### config.mk
export PLATFORM = sky130hd
export DESIGN_NAME = inv_mixcolumn_iter
export DESIGN_NICKNAME = d
export VERILOG_FILES = /design/src/rtl/aes_pkg.sv /design/src/rtl/inv_mixcolumn_col.sv /design/src/rtl/inv_mixcolumn_iter.sv
export SDC_FILE = /design/constraint.sdc
export NUM_CORES = 1
export LEC_CHECK = 0
export BUFFER_PORTS_ARGS = -buffer_cell sky130_fd_sc_hd__buf_2
export CORE_MARGIN = 8
export CORE_UTILIZATION = 29
export CTS_CLUSTER_SIZE = 8
export DETAILED_ROUTE_END_ITERATION = 16
export SETUP_SLACK_MARGIN = 0.1
export SYNTH_ARGS = -nofsm -noshare
export SYNTH_HDL_FRONTEND = slang
export SYNTH_SLANG_ARGS = --single-unit
### constraint.sdc
create_clock -name clk -period 7.5 [get_ports clk]
set_input_delay 0.375 -clock clk [delete_from_list [all_inputs] [get_ports clk]]
set_output_delay 0.375 -clock clk [all_outputs]
set_load 0.02 [all_outputs]
### src/rtl/aes_pkg.sv
// Shared AES GF(2^8) helpers and engine-wide constants.
//   GF_POLY      : low byte of the AES field polynomial x^8+x^4+x^3+x+1
//   xtime        : multiply a byte by {02}
//   gf_mul       : multiply a byte by a 4-bit constant coefficient via an xtime chain
//   fsm_state_t  : IDLE / BUSY / DONE encoding for the iterative engine
//   coef_set_t   : per-row column-mix coefficients {c0,c1,c2,c3}
package aes_pkg;

  localparam logic [7:0] GF_POLY  = 8'h1B;
  localparam int         COL_W    = 32;
  localparam int         NUM_COLS = 4;
  localparam int         STATE_W  = COL_W * NUM_COLS;

  typedef enum logic [1:0] {
    ST_IDLE = 2'd0,
    ST_BUSY = 2'd1,
    ST_DONE = 2'd2
  } fsm_state_t;

  // b_i = c0*a_i ^ c1*a_(i+1) ^ c2*a_(i+2) ^ c3*a_(i+3)
  typedef struct packed {
    logic [3:0] c0;
    logic [3:0] c1;
    logic [3:0] c2;
    logic [3:0] c3;
  } coef_set_t;

  localparam coef_set_t INV_COEF = '{c0: 4'hE, c1: 4'hB, c2: 4'hD, c3: 4'h9};
  localparam coef_set_t FWD_COEF = '{c0: 4'h2, c1: 4'h3, c2: 4'h1, c3: 4'h1};

  function automatic logic [7:0] xtime(input logic [7:0] b);
    return {b[6:0], 1'b0} ^ (b[7] ? GF_POLY : 8'h00);
  endfunction

  // Every coefficient used fits in 4 bits, so x1/x2/x4/x8 cover all cases.
  function automatic logic [7:0] gf_mul(input logic [7:0] b, input logic [3:0] c);
    logic [7:0] x1, x2, x4, x8;
    x1 = b;
    x2 = xtime(x1);
    x4 = xtime(x2);
    x8 = xtime(x4);
    return (c[0] ? x1 : 8'h00) ^ (c[1] ? x2 : 8'h00) ^
           (c[2] ? x4 : 8'h00) ^ (c[3] ? x8 : 8'h00);
  endfunction

endpackage

### src/rtl/inv_mixcolumn_col.sv
// Combinational single-column (Inv)MixColumns transform.
//   col      : 32-bit input column, byte 0 in bits [31:24]
//   fwd_mode : (only with INV_MIXCOL_FWD_MODE_EN) 1 = forward {02,03,01,01},
//              0 = inverse {0E,0B,0D,09}
//   res      : transformed column, same byte layout
// Without INV_MIXCOL_FWD_MODE_EN only the inverse coefficients exist.
module inv_mixcolumn_col
  import aes_pkg::*;
(
  input  logic [COL_W-1:0] col,
`ifdef INV_MIXCOL_FWD_MODE_EN
  input  logic             fwd_mode,
`endif
  output logic [COL_W-1:0] res
);

  logic [7:0] a [NUM_COLS];
  coef_set_t  k;

  for (genvar i = 0; i < NUM_COLS; i++) begin : g_bytes
    assign a[i] = col[COL_W-1-8*i -: 8];
  end

`ifdef INV_MIXCOL_FWD_MODE_EN
  always_comb begin
    k = INV_COEF;
    if (fwd_mode) k = FWD_COEF;
  end
`else
  always_comb k = INV_COEF;
`endif

  always_comb begin
    res = '0;
    for (int i = 0; i < NUM_COLS; i++)
      res[COL_W-1-8*i -: 8] = gf_mul(a[i],              k.c0) ^
                              gf_mul(a[(i+1)%NUM_COLS], k.c1) ^
                              gf_mul(a[(i+2)%NUM_COLS], k.c2) ^
                              gf_mul(a[(i+3)%NUM_COLS], k.c3);
  end

endmodule

### src/rtl/inv_mixcolumn_iter.sv
// Iterative AES InvMixColumns engine for the decrypt round.
//   clk, rst_n           : clock, asynchronous active-low reset
//   in_valid/in_ready    : input handshake, in_data = 128-bit state
//                          (column c = bits [127-32c -: 32])
//   out_valid/out_ready  : output handshake, out_data held until taken
//   busy                 : engine is computing columns
//   fwd_mode             : only with INV_MIXCOL_FWD_MODE_EN; sampled with
//                          in_data, selects forward MixColumns for that block
// COLS_PER_CYCLE (1, 2 or 4) columns are transformed per BUSY cycle, MSB column
// first. in_ready combinationally follows out_ready in DONE so a new block can
// be accepted in the same cycle the previous result is handed off.
module inv_mixcolumn_iter
  import aes_pkg::*;
#(
  parameter int COLS_PER_CYCLE = 1
) (
  input  logic               clk,
  input  logic               rst_n,
  input  logic               in_valid,
  output logic               in_ready,
  input  logic [STATE_W-1:0] in_data,
`ifdef INV_MIXCOL_FWD_MODE_EN
  input  logic               fwd_mode,
`endif
  output logic               out_valid,
  input  logic               out_ready,
  output logic [STATE_W-1:0] out_data,
  output logic               busy
);

  if (COLS_PER_CYCLE != 1 && COLS_PER_CYCLE != 2 && COLS_PER_CYCLE != 4) begin : g_bad_cols
    $error("inv_mixcolumn_iter: COLS_PER_CYCLE must be 1, 2 or 4");
  end

  localparam logic [1:0] STEP     = 2'(COLS_PER_CYCLE);
  localparam logic [1:0] LAST_CNT = 2'(NUM_COLS - COLS_PER_CYCLE);

  fsm_state_t         state;
  logic [1:0]         col_cnt;
  logic [STATE_W-1:0] src;
  logic [STATE_W-1:0] result;
`ifdef INV_MIXCOL_FWD_MODE_EN
  logic               mode;
`endif

  logic [COLS_PER_CYCLE-1:0][1:0]       col_sel;
  logic [COLS_PER_CYCLE-1:0][COL_W-1:0] col_in;
  logic [COLS_PER_CYCLE-1:0][COL_W-1:0] col_out;

  // Lane g handles column col_cnt+g; col_cnt is always a multiple of the lane count.
  for (genvar g = 0; g < COLS_PER_CYCLE; g++) begin : g_lane
    assign col_sel[g] = col_cnt + 2'(g);
    assign col_in[g]  = src[(NUM_COLS-1-int'(col_sel[g]))*COL_W +: COL_W];

    inv_mixcolumn_col u_col (
      .col      (col_in[g]),
`ifdef INV_MIXCOL_FWD_MODE_EN
      .fwd_mode (mode),
`endif
      .res      (col_out[g])
    );
  end

  assign in_ready = (state == ST_IDLE) | ((state == ST_DONE) & out_ready);
  assign out_data = result;

  always_ff @(posedge clk or negedge rst_n) begin
    if (!rst_n) begin
      state     <= ST_IDLE;
      col_cnt   <= '0;
      src       <= '0;
      result    <= '0;
      out_valid <= 1'b0;
      busy      <= 1'b0;
`ifdef INV_MIXCOL_FWD_MODE_EN
      mode      <= 1'b0;
`endif
    end else begin
      case (state)
        ST_IDLE: begin
          if (in_valid) begin
            src     <= in_data;
            col_cnt <= '0;
            state   <= ST_BUSY;
            busy    <= 1'b1;
`ifdef INV_MIXCOL_FWD_MODE_EN
            mode    <= fwd_mode;
`endif
          end
        end
        ST_BUSY: begin
          for (int g = 0; g < COLS_PER_CYCLE; g++)
            result[(NUM_COLS-1-int'(col_sel[g]))*COL_W +: COL_W] <= col_out[g];
          // Wraps back to 0 on the last group, ready for the next block.
          col_cnt <= col_cnt + STEP;
          if (col_cnt == LAST_CNT) begin
            state     <= ST_DONE;
            busy      <= 1'b0;
            out_valid <= 1'b1;
          end
        end
        ST_DONE: begin
          if (out_ready) begin
            out_valid <= 1'b0;
            if (in_valid) begin
              src     <= in_data;
              col_cnt <= '0;
              state   <= ST_BUSY;
              busy    <= 1'b1;
`ifdef INV_MIXCOL_FWD_MODE_EN
              mode    <= fwd_mode;
`endif
            end else begin
              state <= ST_IDLE;
            end
          end
        end
        default: begin
          state     <= ST_IDLE;
          out_valid <= 1'b0;
          busy      <= 1'b0;
        end
      endcase
    end
  end

endmodule

== Word level (Yosys, flattened, before mapping) ==
Index checks and enable logic that the tools add are counted.
Word-level totals
  logic and storage cells: 112
  input port bits: 132
  bits in registers: 262
  output and inout port bits: 131
Cells by class
  mux-type cells: 31
  eq/ne operators: 6
  reductions and logical operators: 8
  add/subtract/negate cells: 3
  shift-type cells: 3
  bitwise gates (word level): 55
Operators with widths (number)
  XOR 8 bit: 51
  2-to-1 mux 128 bit: 2
  one-hot mux 128 bit (2 select lines): 1
  bitwise mux 128 bit: 1
  variable shift 32 x 33 -> 128 bit (first input constant): 1
  variable part select 128 x 8 -> 32 bit: 1
  variable part select 32 x 33 -> 128 bit: 1
  2-to-1 mux 5 bit: 12
  negator 8 -> 33 bit: 1
  one-hot mux 2 bit (3 select lines): 2
  2-to-1 mux 2 bit: 5
  XOR 8 x 5 -> 8 bit: 1
  2-to-1 mux 1 bit: 6
  != test 2 bit (second input constant): 3
  one-hot mux 1 bit (3 select lines): 2
  AND reduction 2 bit: 3
  AND reduction 3 bit: 2
  == test 2 bit (second input constant): 2
  nonzero test 3 bit: 1
  subtractor 2 x 2 -> 3 bit (first input constant): 1
  adder 2 x 1 -> 2 bit (second input constant): 1
  == test 2 x 1 -> 1 bit (second input constant): 1
  zero test 2 bit: 1
  nonzero test 2 bit: 1
  3 further kinds: 3

== Longest topological paths before layout ==
Gate-level depths: netlist (run 1).
  depth after elaboration: 14
  mapped depth: 11
  gate-level depth less buffers: 6

== By module ==
A second synthesis (run 1) with hierarchy kept.
Second synthesis, totals
  cells, all modules: 987
  area, all modules: 12952.4 um^2
By module, submodules not included
  inv_mixcolumn_iter: cells each 783, sequential area each 6556.3 um^2, times used 1, area an instance 10692.8 um^2
  inv_mixcolumn_col: cells each 204, sequential area each 0.0 um^2, times used 1, area an instance 2259.7 um^2

== Worst setup path after synthesis (run 1) ==
Ideal clock, no wire load.
  kind: register -> register
  start: register col_cnt[0]
  end: register result[52] (netlist: out_data[52])
  arrival time: 2919 ps
  data required time: 7423 ps
  library setup time: 77 ps
  stages on the path, launching flop included: 10
  path buffers: 3
  path slack: 4505 ps
  clock period less this slack: 2995 ps
  path through: dfrtp_1 buf_6 buf_12 mux4_1 buf_4 xor2_2 xnor3_1 xnor2_2 xnor3_1 o21ai_1
Between the ends
  cells in the longest elaborated chain, start to end: 12
  elaborated cells on any way between the ends: 70
Ends and longest elaborated chain
  start, declared: line inv_mixcolumn_iter.sv:39  | logic [1:0] col_cnt;
  start signal, assigned: line inv_mixcolumn_iter.sv:95  | col_cnt <= col_cnt + STEP;
  subtractor 2 x 2 -> 3 bit *: line inv_mixcolumn_iter.sv:53, inv_mixcolumn_iter.sv:93
  variable part select 128 x 8 -> 32 bit: line inv_mixcolumn_iter.sv:53  | assign col_in[g] = src[(NUM_COLS-1-int'(col_sel[g]))*COL_W +: COL_W];
  XOR 8 bit or 2-to-1 mux 5 bit (tied branches): line aes_pkg.sv:32  | return {b[6:0], 1'b0} ^ (b[7] ? GF_POLY : 8'h00);
  2-to-1 mux 5 bit or XOR 8 bit (tied branches): line aes_pkg.sv:32
  XOR 8 bit or 2-to-1 mux 5 bit (tied branches): line aes_pkg.sv:32
  XOR 8 bit, or another cell as far along: line aes_pkg.sv:42  | return (c[0] ? x1 : 8'h00) ^ (c[1] ? x2 : 8'h00) ^
  XOR 8 bit: line aes_pkg.sv:43  | (c[2] ? x4 : 8'h00) ^ (c[3] ? x8 : 8'h00);
  XOR 8 bit: line inv_mixcolumn_col.sv:36  | res[COL_W-1-8*i -: 8] = gf_mul(a[i], k.c0) ^
  XOR 8 bit: line inv_mixcolumn_col.sv:37  | gf_mul(a[(i+1)%NUM_COLS], k.c1) ^
  XOR 8 bit: line inv_mixcolumn_col.sv:38  | gf_mul(a[(i+2)%NUM_COLS], k.c2) ^
  variable part select 32 x 33 -> 128 bit: line inv_mixcolumn_iter.sv:93  | result[(NUM_COLS-1-int'(col_sel[g]))*COL_W +: COL_W] <= col_out[g];
  bitwise mux 128 bit *: line inv_mixcolumn_iter.sv:93
  end signal, assigned by index: line inv_mixcolumn_iter.sv:93
  end, declared: line inv_mixcolumn_iter.sv:41  | logic [STATE_W-1:0] result;
Mark *: on every way between the ends. The rest lies on a longest branch, timed or not.
A chain may end at the register's enable or synchronous reset.

== Worst setup path after layout (run 1) ==
  start: register col_cnt[0]
  end: register result[38] (netlist: out_data[38])
Same word-level chain as after synthesis.

==> qor.yml, run 1 <==
synth-edff-count: 0
max_slew.worst_pin.slew_ns: 1.14
gp_congestion: 0.860
die_area_um2: 51300
yosys_warnings: 0
diodes: 0
r2r-start: "col_cnt[0]$_DFFE_PN0P_"
hold_start: "in_data[54]"
grt_pass1_vias: 10100
dpl_worst_slack_ns: 3.25
hold_path.class: "in -> reg"
clock.fmax_mhz: 242
die_w_um: 227
vias: 9411
drc: 0
fin_crit_sh: 0.552
finalHoldViolCount: 0
die_h_um: 227
worstPathRequired_ns: 7.87
syn_area_um2: 12900
port_buffers: 262
dpl.hpwl_mm: 30.4
critPathKind: "reg -> reg"
min_to: "src[54]$_DFFE_PN0P_"
clk_latency_ns: 0.53
async_reset_ff_frac: 1.00
seq_area_frac_synth: 0.510
wirelength_mm: 41.4
antenna_found_initial: 1
ys_seq_elements: 262
first_pass_iters: 5
cts_made_buffers: 39
rsz0062_at_grt: "false"
ys.flop_type: "dfrtp_1"
syn-mean-instance-area_um2: 10.5
syn_nets: 1364
whs_path_depth: 3
area_growth_syn_to_layout_pct: 22.5
relSlewSlack: 0.240
setup_viol: 0
post_cts_buffers: 0
grt_max_degree: 113
rows: 77
max-clock-path-buffers: 3
min_period_ns: 4.14
cts_tree: "yes"
clkSinkCount: 262
drt_iter0_markers: 637
final_nets: 1609
hold_buffers: 1
synth.distinct_cells: 35
cp-end-kind: "register"
grt_usage: 0.161
post_drt_via_cell_ratio: 4.55
cts_resized: 0
ctsHtreeMaxLevel: 2
grt_pass1_wl_mm: 62.4
worstPathArrival_ns: 4.51
io_pins: 263
crit_fanout: 25
initial_core_util: 0.292
worst_setup_path_start_kind: "register"
cts-root-buf: "clkbuf_16"
synthCells: 1227
ff2ff_path_depth: 7
rr_endpoint: "out_data[38]$_DFFE_PN0P_"
clk_pin_slew_ns: 0.05
fin_ws_ns: 3.36
regToRegSetupSlack_ns: 3.36
core_um2: 44000
fin_tns_setup_ns: 0
holdWs_ns: 0.0351
routedWlPerCell_um: 20.0
fin_skew_ns: 0.0174
drive_above_1_share: 0.257
ant_nets: 0
status: "finished, final reports clean"
maxCapViolations: 0
slew_viol_final: 0
overflow: 0
-- worst max-delay path by stage --
stage / cells past startpoint / slack (ns) / start / end
global route: 7 / 3.00 / col_cnt[0]$_DFFE_PN0P_ / out_data[38]$_DFFE_PN0P_
finish: 7 / 3.36 / col_cnt[0]$_DFFE_PN0P_ / out_data[38]$_DFFE_PN0P_
global placement: 7 / 3.29 / col_cnt[0]$_DFFE_PN0P_ / out_data[102]$_DFFE_PN0P_
floorplan: 9 / 4.50 / col_cnt[0]$_DFFE_PN0P_ / out_data[52]$_DFFE_PN0P_
CTS: 7 / 3.18 / col_cnt[0]$_DFFE_PN0P_ / out_data[38]$_DFFE_PN0P_
detailed placement: 7 / 3.25 / col_cnt[0]$_DFFE_PN0P_ / out_data[38]$_DFFE_PN0P_
-- cells by family after synthesis --
kind of cell	synth area share
AND/OR/NAND/NOR	0.157
flip-flops	0.510
XOR/XNOR	0.187
AO/OA/AOI/OAI	0.0557
buffers and inverters	0.0298
multiplexers	0.0566
adder cells (fa/ha/maj)	0.00486
-- area by class of cell --
class                      instances  area [um2]
timing repair buffer             276        1430
sequential                       262        6560
fill                            4473       28300
clock inverter                     2        35.0
clock buffer                      43        1040
tap                              592         741
multi-input combinational        890        5930
inverter                           3        11.3
-- metal layers --
layer / track usage / share of wire / up-vias
met5: 0 / 0.00024 / -
met4: 0.0519 / 0.026 / 2
met3: 0.0400 / 0.067 / 68
met2: 0.255 / 0.46 / 311
met1: 0.215 / 0.45 / 4595
li1: - / - / 4435
-- cell usage after synthesis (all sizes together), types with 2 or more instances --
library cell | n | share of area
xor2 | 41 | 0.033
nor3 | 2 | 0.00078
a21oi | 2 | 0.00078
or3 | 2 | 0.00097
a22o | 9 | 0.0061
xnor2 | 110 | 0.090
xor3 | 3 | 0.0055
clkbuf | 54 | 0.016
dfrtp | 262 | 0.51
mux4 | 32 | 0.057
o21ai | 124 | 0.048
xnor3 | 33 | 0.058
ha | 5 | 0.0049
inv | 3 | 0.00088
nor2 | 3 | 0.00088
nand2 | 516 | 0.15
buf | 18 | 0.013
-- sequential cells by signal, summed over array words and instances (netlist names) --
register   flops
col_cnt        2
busy           1
state          2
out_valid      1
out_data     128
src          128
-- worst max-delay path, cell delays in order (launching register included) --
cell and delay [ns]:
dfrtp_2 0.65, buf_4 0.52, mux4_1 0.81, xor2_1 0.55
xnor3_1 0.57, xnor2_2 0.18, xnor2_1 0.50, o21ai_0 0.19
-- stage by stage --
stage                util  instances  area, um2
global route        0.358       2068      15800
global placement    0.333       2022      14700
CTS                 0.358       2068      15800
finish              0.358       2068      15800
detailed placement  0.333       2022      14700
floorplan               -       1227      12900
-- cells in the final DEF, fill, tap and decap left out, drive strengths merged --
cell,count
a21oi,2
a22o,9
and2,1
buf,275
bufinv,1
clkbuf,43
clkinv,1
dfrtp,262
dlygate4sd3,1
ha,5
inv,3
mux4,32
nand2,516
nand2b,1
nand3,1
nand4,1
nor2,3
nor2b,1
nor3,2
nor4,1
o21ai,124
o31ai,1
or3,2
or4,1
xnor2,110
xnor3,33
xor2,41
xor3,3
Power of run 1 is left out: the tool's default activity adds up to more than one toggle a clock period on the data nets, which glitch-free logic cannot reach.
==> run 2, diff against run 1 <==
==> constraint.sdc (replaced) <==
create_clock -name clk -period 4.2 [get_ports clk]
set_input_delay 0.21 -clock clk [delete_from_list [all_inputs] [get_ports clk]]
set_output_delay 0.21 -clock clk [all_outputs]
set_load 0.02 [all_outputs]
==> qor.yml, run 2 (same netlist as run 1, synthesis figures left out) <==
post_drt_via_cell_ratio: 4.53  # was 4.55
fin_skew_ns: 0.0184  # was 0.0174 ns
fin_tns_setup_ns: 0  # unchanged
vias: 9981  # was 9411
min_period_ns: 3.64  # was 4.14 ns
clk_pin_slew_ns: 0.05  # about the same
cp-end-kind: "register"  # unchanged
grt_usage: 0.168  # was 0.161
mostFrequentLayoutCells: "nand2_1, buf_2, dfrtp_1"  # unchanged
diodes: 0  # unchanged
ctsHtreeMaxLevel: 2  # unchanged
cts_tree: "yes"  # unchanged
ff2ff_path_depth: 7  # unchanged
grt_pass1_wl_mm: 65.3  # was 62.4 mm
overflow: 0  # unchanged
worst_setup_path_start_kind: "register"  # unchanged
grt_max_degree: 126  # was 113
setup_viol: 0  # unchanged
max_slew.worst_pin.slew_ns: 1.01  # was 1.14 ns
io_pins: 263  # unchanged
grt_pass1_vias: 10600  # was 10.1k
die_area_um2: 51300  # unchanged
antenna_found_initial: 0  # was 1
dr_wl_met3_mm: 2.41  # was 2.76 mm
finalHoldViolCount: 0  # unchanged
status: "finished, final reports clean"  # unchanged
drc: 0  # unchanged
rsz0062_at_grt: "false"  # unchanged
die_w_um: 227  # unchanged
clock.fmax_mhz: 275  # was 242 MHz
clkSinkCount: 262  # unchanged
cts_made_buffers: 38  # was 39
dr.max_layer_used: "met4"  # was met5
regToRegSetupSlack_ns: 0.56  # was 3.36 ns
drive_above_1_share: 0.239  # was 0.257
ant_nets: 0  # unchanged
hold_start: "in_valid"  # was in_data[54]
cts_resized: 0  # unchanged
hold_buffers: 130  # was 1
whs_path_depth: 4  # was 3
drt_iter0_markers: 684  # was 637
die_h_um: 227  # unchanged
post_cts_buffers: 0  # unchanged
dr_wl_met2_mm: 20.6  # was 19.1 mm
hold_path.class: "in -> reg"  # unchanged
rr_endpoint: "out_data[81]$_DFFE_PN0P_"  # was out_data[38]$_DFFE_PN0P_
core_um2: 44000  # unchanged
worstPathRequired_ns: 4.59  # was 7.87 ns
slew_viol_final: 0  # unchanged
m1WireLength_mm: 19.3  # was 18.5 mm
clk_latency_ns: 0.54  # was 0.53 ns
area_growth_syn_to_layout_pct: 32.8  # was 22.5%
maxCapViolations: 0  # unchanged
wirelength_mm: 43.3  # was 41.4 mm
critPathKind: "reg -> reg"  # unchanged
relSlewSlack: 0.330  # was 0.240
max-clock-path-buffers: 3  # unchanged
layout_commonest_cell: "nand2_1"  # unchanged
r2r-start: "col_cnt[0]$_DFFE_PN0P_"  # unchanged
port_buffers: 262  # unchanged
fin_crit_sh: 0.866  # was 0.552
gp_congestion: 0.873  # was 0.860
worstPathArrival_ns: 4.03  # was 4.51 ns
crit_fanout: 12  # was 25
first_pass_iters: 5  # unchanged
cts-root-buf: "clkbuf_16"  # unchanged
routedWlPerCell_um: 19.6  # was 20.0 um
initial_core_util: 0.292  # unchanged
rows: 77  # unchanged
dpl.hpwl_mm: 31.0  # was 30.4 mm
final_nets: 1745  # was 1609
min_to: "src[25]$_DFFE_PN0P_"  # was src[54]$_DFFE_PN0P_
run 2: final cells by class:
type	instances	area, um2
Clock buffer	43	1030
Tap cell	592	741
Sequential cell	262	6560
Inverter	3	11.3
Fill cell	4348	26900
Timing Repair Buffer	413	2810
Multi-Input combinational cell	890	5930
run 2: how the worst max path moves through the flow:
| stage | end | cells after the start | startpoint | slack (ns) |
|---|---|---|---|---|
| finish | out_data[81]$_DFFE_PN0P_ | 7 | col_cnt[0]$_DFFE_PN0P_ | 0.56 |
| global route | out_data[77]$_DFFE_PN0P_ | 7 | col_cnt[0]$_DFFE_PN0P_ | 0.36 |
| CTS | out_data[73]$_DFFE_PN0P_ | 7 | col_cnt[0]$_DFFE_PN0P_ | 0.51 |
| detailed placement | out_data[73]$_DFFE_PN0P_ | 7 | col_cnt[0]$_DFFE_PN0P_ | 0.54 |
| global placement | out_data[41]$_DFFE_PN0P_ | 7 | col_cnt[0]$_DFFE_PN0P_ | 0.56 |
| floorplan | out_data[52]$_DFFE_PN0P_ | 9 | col_cnt[0]$_DFFE_PN0P_ | 1.20 |
run 2: layer usage:
| metal | global-route usage | vias up |
|---|---|---|
| li1 | - | 4701 |
| met1 | 0.222 | 4925 |
| met2 | 0.276 | 301 |
| met3 | 0.0321 | 54 |
| met4 | 0.0504 | 0 |
| met5 | 0 | - |
run 2: per-stage QoR:
stage / hold slack, ns / setup slack, ns / util / area [um2] / std cells
global route: 0.278 / 0.357 / 0.388 / 17100 / 2203
CTS: 0.227 / 0.513 / 0.388 / 17100 / 2203
floorplan: -0.0856 / 1.20 / - / 12900 / 1227
global placement: 0.394 / 0.556 / 0.335 / 14700 / 2030
detailed placement: 0.403 / 0.543 / 0.335 / 14700 / 2030
finish: 0.262 / 0.563 / 0.388 / 17100 / 2203
run 2: critical path: stages (launching register included):
cell	delay, ns
dfrtp_2	0.60
buf_4	0.31
mux4_2	0.71
xnor2_2	0.54
xnor2_1	0.32
xnor3_1	0.41
xor2_1	0.45
o21ai_1	0.13
Power of run 2 is left out for the same reason.
